## src/rtl/uart_rx_ctrl.sv

```systemverilog
// Frame-sequencing FSM for the UART receiver: start detection, oversample/bit
// counting, one-cycle checker/deserializer enables and per-frame result pulses.
module uart_rx_ctrl #(
   parameter int DATA_WIDTH = 8,
   parameter int PRESCALE_W = 6
) (
   input  logic                  CLK,
   input  logic                  RST,
   input  logic                  RX_IN,
   input  logic                  PAR_EN,
   input  logic [PRESCALE_W-1:0] prescale,
   input  logic                  strt_glitch,
   input  logic                  par_err,
   input  logic                  stp_err,
   output logic                  dat_samp_en,
   output logic [PRESCALE_W-1:0] edge_cnt,
   output logic                  strt_chk_en,
   output logic                  deser_en,
   output logic                  par_chk_en,
   output logic                  stp_chk_en,
   output logic                  data_valid,
   output logic                  frame_err,
   output logic                  parity_err,
   output logic                  busy
);

   localparam int BIT_W = (DATA_WIDTH > 1) ? $clog2(DATA_WIDTH) : 1;

   typedef enum logic [2:0] {IDLE, START, DATA, PARITY, STOP} state_t;

   state_t                  state, state_n;
   logic [PRESCALE_W-1:0]   edge_n, p_lat, p_lat_n, last_e, chk_n;
   logic [BIT_W-1:0]        bit_cnt, bit_n;
   logic                    par_en_lat, par_en_n, par_flag, par_flag_n;
   logic                    at_last;
   logic                    strt_n, deser_n, par_n, stp_n, dv_n, fe_n, pe_n;

   // Unsupported ratios fall back to the slowest-to-break 8x timing.
   function automatic logic [PRESCALE_W-1:0] legal_prescale(input logic [PRESCALE_W-1:0] p);
      if (p == PRESCALE_W'(8) || p == PRESCALE_W'(16) || p == PRESCALE_W'(32))
         return p;
      return PRESCALE_W'(8);
   endfunction

   assign last_e  = p_lat - PRESCALE_W'(1);
   assign at_last = (edge_cnt == last_e);

   always_ff @(posedge CLK) begin
      if (RST) begin
         state       <= IDLE;
         edge_cnt    <= '0;
         bit_cnt     <= '0;
         p_lat       <= '0;
         par_en_lat  <= 1'b0;
         par_flag    <= 1'b0;
         strt_chk_en <= 1'b0;
         deser_en    <= 1'b0;
         par_chk_en  <= 1'b0;
         stp_chk_en  <= 1'b0;
         data_valid  <= 1'b0;
         frame_err   <= 1'b0;
         parity_err  <= 1'b0;
         busy        <= 1'b0;
         dat_samp_en <= 1'b0;
      end else begin
         state       <= state_n;
         edge_cnt    <= edge_n;
         bit_cnt     <= bit_n;
         p_lat       <= p_lat_n;
         par_en_lat  <= par_en_n;
         par_flag    <= par_flag_n;
         strt_chk_en <= strt_n;
         deser_en    <= deser_n;
         par_chk_en  <= par_n;
         stp_chk_en  <= stp_n;
         data_valid  <= dv_n;
         frame_err   <= fe_n;
         parity_err  <= pe_n;
         busy        <= (state_n != IDLE);
         dat_samp_en <= (state_n != IDLE);
      end
   end

   always_comb begin
      state_n    = state;
      edge_n     = at_last ? '0 : edge_cnt + PRESCALE_W'(1);
      bit_n      = bit_cnt;
      p_lat_n    = p_lat;
      par_en_n   = par_en_lat;
      par_flag_n = par_flag;
      case (state)
         IDLE: begin
            edge_n = '0;
            if (!RX_IN) begin
               // The detection cycle is edge 0 of the start bit.
               state_n    = START;
               edge_n     = PRESCALE_W'(1);
               bit_n      = '0;
               p_lat_n    = legal_prescale(prescale);
               par_en_n   = PAR_EN;
               par_flag_n = 1'b0;
            end
         end
         START: begin
            if (at_last) begin
               state_n = strt_glitch ? IDLE : DATA;
               bit_n   = '0;
            end
         end
         DATA: begin
            if (at_last) begin
               if (bit_cnt == BIT_W'(DATA_WIDTH - 1))
                  state_n = par_en_lat ? PARITY : STOP;
               else
                  bit_n = bit_cnt + BIT_W'(1);
            end
         end
         PARITY: begin
            if (at_last) begin
               par_flag_n = par_err;
               state_n    = STOP;
            end
         end
         STOP: begin
            if (at_last) state_n = IDLE;
         end
         default: begin
            state_n = IDLE;
            edge_n  = '0;
         end
      endcase
   end

   // Enables are registered, so decode them from the next state/edge.
   always_comb begin
      chk_n   = (p_lat_n >> 1) + PRESCALE_W'(2);
      strt_n  = (state_n == START)  && (edge_n == chk_n);
      deser_n = (state_n == DATA)   && (edge_n == chk_n);
      par_n   = (state_n == PARITY) && (edge_n == chk_n);
      stp_n   = (state_n == STOP)   && (edge_n == chk_n);
      dv_n    = 1'b0;
      fe_n    = 1'b0;
      pe_n    = 1'b0;
      if (state == STOP && at_last) begin
         dv_n = !stp_err && !par_flag;
         fe_n = stp_err;
         pe_n = par_flag;
      end
   end

endmodule
```

## config.mk

```make
export PLATFORM = sky130hd
export DESIGN_NAME = uart_rx_ctrl
export DESIGN_NICKNAME = d
export VERILOG_FILES = /design/src/rtl/uart_rx_ctrl.sv
export SDC_FILE = /design/constraint.sdc
export NUM_CORES = 1
export LEC_CHECK = 0
export CAP_MARGIN = 10
export CORE_ASPECT_RATIO = 1.4
export CORE_MARGIN = 2
export CORE_UTILIZATION = 52
export DETAILED_ROUTE_END_ITERATION = 8
export PLACE_DENSITY = 0.86
export SLEW_MARGIN = 0
export SYNTH_ARGS = -nofsm -noshare
export SYNTH_HDL_FRONTEND = slang
export SYNTH_SLANG_ARGS = --single-unit
```

## constraint.sdc

```tcl
create_clock -name CLK -period 3.4 [get_ports CLK]
set_input_delay 0.68 -clock CLK [delete_from_list [all_inputs] [get_ports CLK]]
set_output_delay 0.68 -clock CLK [all_outputs]
set_load 0.1 [all_outputs]
```

* After elaboration in Yosys (flattened, before gate mapping)
Index checks and enable logic that the tools add are counted.
** Cells by class
- Add/sub/neg operators :: 4
- Equal/unequal tests :: 19
- Mux-type cells :: 27
- Bitwise operators :: 2
- Reduce and logical (&&, ||, !) cells :: 19
** Operators by type and width (number)
- two-way mux 3 bit :: 11
- two-way mux 6 bit :: 5
- one-hot mux 3 bit (5 select lines) :: 1
- == test 3 x 2 -> 1 bit, second input constant :: 4
- == test 6 bit :: 2
- one-hot mux 6 bit (2 select lines) :: 1
- inequality test 2 bit, second input constant :: 5
- == test 3 bit, second input constant :: 3
- one-hot mux 3 bit (3 select lines) :: 1
- adder 5 x 2 -> 6 bit, second input constant :: 1
- adder 6 x 1 -> 6 bit, second input constant :: 1
- == test 3 x 1 -> 1 bit, second input constant :: 2
- == test 6 x 4 -> 1 bit, second input constant :: 1
- == test 6 x 5 -> 1 bit, second input constant :: 1
- == test 6 bit, second input constant :: 1
- logical AND 1 bit :: 6
- two-way mux 1 bit :: 6
- nonzero test 3 bit :: 2
- subtractor 6 x 1 -> 6 bit, second input constant :: 1
- AND reduction 5 bit :: 1
- OR reduction 4 bit :: 1
- adder 3 x 1 -> 3 bit, second input constant :: 1
- logical NOT 3 bit :: 1
- AND reduction 3 bit :: 1
- other kinds (8) :: 11
** Word-level totals
- Register bits after elaboration :: 28
- Input port bits :: 13
- Output and inout port bits :: 15

* Logic depth before layout (Yosys ltp)
- Word-level depth :: 12
- Gate-level depth with buffers :: 11
- Depth with buffers taken out :: 9

* Least setup slack after synthesis
OpenSTA, ideal clock, no wires.
- Path type :: input to register
- Start :: input RX_IN
- End :: register deser_en
- Setup time :: 88 ps
- Arrival :: 2679 ps
- Required time :: 3312 ps
- Setup slack :: 634 ps
- Cell stages on the path :: 9
- Cells stage by stage :: or4_4 -> nand2_1 -> inv_1 -> ha_1 -> xor2_1 -> or3_1 -> a21oi_1 -> o22ai_2 -> nor4b_2
** Between the ends
- Cells in the longest elaborated chain, start to end :: 5
- Elaborated cells between the ends (all ways) :: 10
** RTL lines
- start, declared :: RTL line 9 : input logic RX_IN,
- two-way mux 6 bit :: RTL line 94 : if (!RX_IN) begin
- two-way mux 6 bit :: RTL line 91 : case (state)
- named net p_lat_n[2] :: RTL line 32 : logic [PRESCALE_W-1:0] edge_n, p_lat, p_lat_n, last_e, chk_n;
- adder 5 x 2 -> 6 bit :: RTL line 136 : chk_n = (p_lat_n >> 1) + PRESCALE_W'(2);
- == test 6 bit :: RTL line 138 : deser_n = (state_n == DATA) && (edge_n == chk_n);
- logical AND 1 bit :: RTL line 138
- end signal, assigned :: RTL line 73 : deser_en <= deser_n;
- end, declared :: RTL line 18 : output logic deser_en,
The timed path passes the listed nets, and every way through them passes these cells.
A chain may end at the register's enable or synchronous reset.

* Worst setup path in the final report
Same ends and word-level chain as after synthesis.

==> flow_metrics.py <==
metrics = {
    "run_status": {
        "outcome": "finished clean",
    },
    "place": {
        "dp_cells": 244,
        "io_buffers": 27,
        "place.gp.congestion": 0.862,
        "post-place-ws_ps": 125,
        "dp_hpwl_microns": 2750,
    },
    "drt": {
        "wire_per_inst_microns": 14.4,
        "routed_wl_microns": 3570,
        "num_vias": 1433,
        "vias_per_cell": 5.78,
        "drc": 0,
        "postRouteAntennaNets": 0,
        "firstDrtPassIters": 4,
        "drt-initial-drc-count": 37,
    },
    "critical_path": {
        "slowest_delay_ps": 580,
        "cp-start-kind": "input port",
        "critPathRequiredTime_ps": 3590,
        "end_kind": "flop",
        "path_cells": "clkdlybuf4s50_1 -> or4_4 -> nand2_1 -> inv_1 -> ha_1 -> xor2_1 -> or3_1 -> a21oi_1 -> o22ai_2 -> nor4b_2",
        "worst-setup-path-type": "in2reg",
        "cp_max_fo": 5,
        "arrival_ps": 3160,
        "crit_slowest_cell": "or4_4",
    },
    "clock_network": {
        "tritoncts": "yes",
        "root_buffer": "clkbuf_8",
        "cts_made_buffers": 3,
        "cts_resized": 0,
        "clock-sinks": 28,
        "clk_latency_ps": 270,
        "cts_hold_buf": 0,
        "htreeDepth": 1,
        "cts_setup_buffers": 0,
        "clock_path_buffers": 2,
        "clk_pin_slew_ps": 100,
    },
    "final_layout": {
        "drive_gt1_frac": 0.139,
        "nNetsFinal": 228,
        "diodes": 0,
        "final_cell_mix": "dfxtp_1, clkdlybuf4s50_1, nor2_1, nand2_1",
        "final_common_cell": "dfxtp_1",
        "layout.cells.non_filler": 248,
        "synthToLayoutAreaGrowth_pct": 21.7,
    },
    "global_routing": {
        "grt_pass1_wl_microns": 6240,
        "grt_max_degree": 26,
        "antenna_found_initial": 0,
        "track_usage": 0.223,
        "grt_pass1_vias": 1388,
        "grt_overflow": 0,
    },
    "power_and_ir_drop": {
        "swShare": 0.248,
        "combPwrFrac": 0.139,
        "intPower_mw": 0.529,
        "pwr-share-clk": 0.376,
        "p_sw_mw": 0.175,
        "power_density_mw_per_mm2": 356,
        "p_seq_frac": 0.486,
        "power.leakage_nw": 0.746,
        "ir_drop_mv": 0.300,
    },
    "worst_hold_path": {
        "min_path_type": "reg2reg",
    },
    "synth": {
        "ys_warn_count": 0,
        "synth_nets": 201,
        "syn_inst": 183,
        "seq_area_frac_synth": 0.345,
        "syn_area_sq_mm": 0.00163,
        "yosys.area.top_type": "dfxtp_1",
        "yosys-top-cells-area": "dfxtp_1, xnor2_1, ha_1",
        "synthFlopType": "dfxtp_1",
        "synth-edff-count": 0,
        "yosysUniqueCellTypes": 50,
        "syn_avg_cell_area_sq_um": 8.88,
        "synth.top_cell.area_share": 0.345,
        "async_reset_ff_frac": 0,
        "ys_ff_latch": 28,
    },
    "floorplanning": {
        "core_area_sq_mm": 0.00306,
        "die_area_sq_mm": 0.00360,
        "io_pins": 28,
        "die_h_microns": 70.2,
        "start_util": 0.531,
        "die_width_microns": 51.3,
        "num_rows": 24,
    },
    "sta": {
        "slew_viol_final": 0,
        "hold_violations": 0,
        "worst_slack_ps": 429,
        "max-slew-margin-rel": 0.349,
        "timing.final.crit_share": 0.874,
        "skew_ps": 3.18,
        "fin_crit_ps": 2970,
        "worst_pin_slew_ps": 974,
        "rsz0062_at_grt": "no",
        "max_freq_ghz": 0.337,
        "setup_viol": 0,
        "finalSetupTns_ps": 0,
    },
    "run": {
        "drv_cap": 0,
    },
}
cell type report:
cell class	count	area, sq um
clock buffers	3	41.3
clock inverters	1	30.0
fillers	264	1080
inverters	10	37.5
multi-input cells	136	975
flip-flops and latches	28	561
well taps	39	48.8
repair buffers	31	285
power groups by stage:
stage               clock network (mW)  logic (mW)  registers (mW)
floorplan                            0      0.0532           0.361
global placement                     0      0.0964           0.349
detailed placement                   0      0.0971           0.349
CTS                              0.267      0.0978           0.341
global route                     0.275       0.106           0.343
finish                           0.264      0.0974           0.342
final timing paths:
kind	start	endpoint	slack (ps)	cells past startpoint
worst max-delay path	RX_IN	deser_en$_SDFF_PP0_	430	10
worst min-delay path	par_flag$_SDFFE_PP0P_	data_valid$_SDFF_PP0_	470	1
worst max register to register	state[1]$_SDFF_PP0_	deser_en$_SDFF_PP0_	760	9
worst min register to register	par_flag$_SDFFE_PP0P_	data_valid$_SDFF_PP0_	470	1
routing by layer:
layer,vias up,global-route usage,part of all wire
met1,663,0.262,0.40
met5,-,0,0
met4,0,0.102,0.030
met2,48,0.390,0.52
met3,12,0.0299,0.046
li1,710,-,-
synthesized netlist by cell type (2+ instances only):
| library cell | count |
|---|---|
| a21o_1 | 2 |
| nand2b_1 | 3 |
| nand4_1 | 3 |
| nor3_1 | 8 |
| xnor2_1 | 9 |
| o211ai_1 | 2 |
| xor2_1 | 5 |
| or3_1 | 4 |
| nand3b_1 | 3 |
| clkbuf_1 | 3 |
| o21ai_0 | 5 |
| dfxtp_1 | 28 |
| nand2_1 | 13 |
| nor4_2 | 3 |
| ha_1 | 5 |
| nand3_1 | 9 |
| nor3b_1 | 3 |
| inv_1 | 10 |
| nor2b_1 | 4 |
| nor2_1 | 15 |
| buf_2 | 3 |
| o221ai_1 | 2 |
| and3_1 | 3 |
| a21oi_1 | 5 |
| nor4_4 | 2 |
| nor4b_2 | 2 |
| a31oi_1 | 2 |
| and2_1 | 3 |
| o31ai_1 | 2 |
| buf_4 | 2 |
worst max-delay path: cells and delay by family:
kind	cells	cell delay (ps)
AO/OA/AOI/OAI	2	330
AND/OR/NAND/NOR	4	1290
buffers and inverters	2	480
XOR/XNOR	1	170
adder cells (fa/ha/maj)	1	230
state kept, by name (all words and copies together) (netlist names):
register / count
p_lat: 6
parity_err: 1
edge_cnt: 6
stp_chk_en: 1
bit_cnt: 3
deser_en: 1
par_chk_en: 1
busy: 1
state: 3
strt_chk_en: 1
frame_err: 1
par_en_lat: 1
data_valid: 1
par_flag: 1
stage by stage:
stage / util / power [mW] / hold slack (ps) / instance area [sq um]
final: 0.646 / 0.703 / 469 / 1980
after global routing: 0.646 / 0.723 / 508 / 1980
after CTS: 0.646 / 0.706 / 470 / 1980
after detailed placement: 0.623 / 0.446 / 455 / 1910
after global placement: 0.623 / 0.445 / 440 / 1910
after floorplan: - / 0.415 / 408 / 1630
cell families after synthesis:
| logic type | count (synthesis) | share of synthesized area |
|---|---|---|
| AOI/OAI and AO/OA | 32 | 0.152 |
| xor gates and xnor gates | 14 | 0.0754 |
| and+or+nand+nor | 85 | 0.334 |
| adders and majority gates | 5 | 0.0385 |
| buffers and inverters | 19 | 0.0554 |
| DFF | 28 | 0.345 |
No activity file was read; power rests on OpenSTA's default activity.
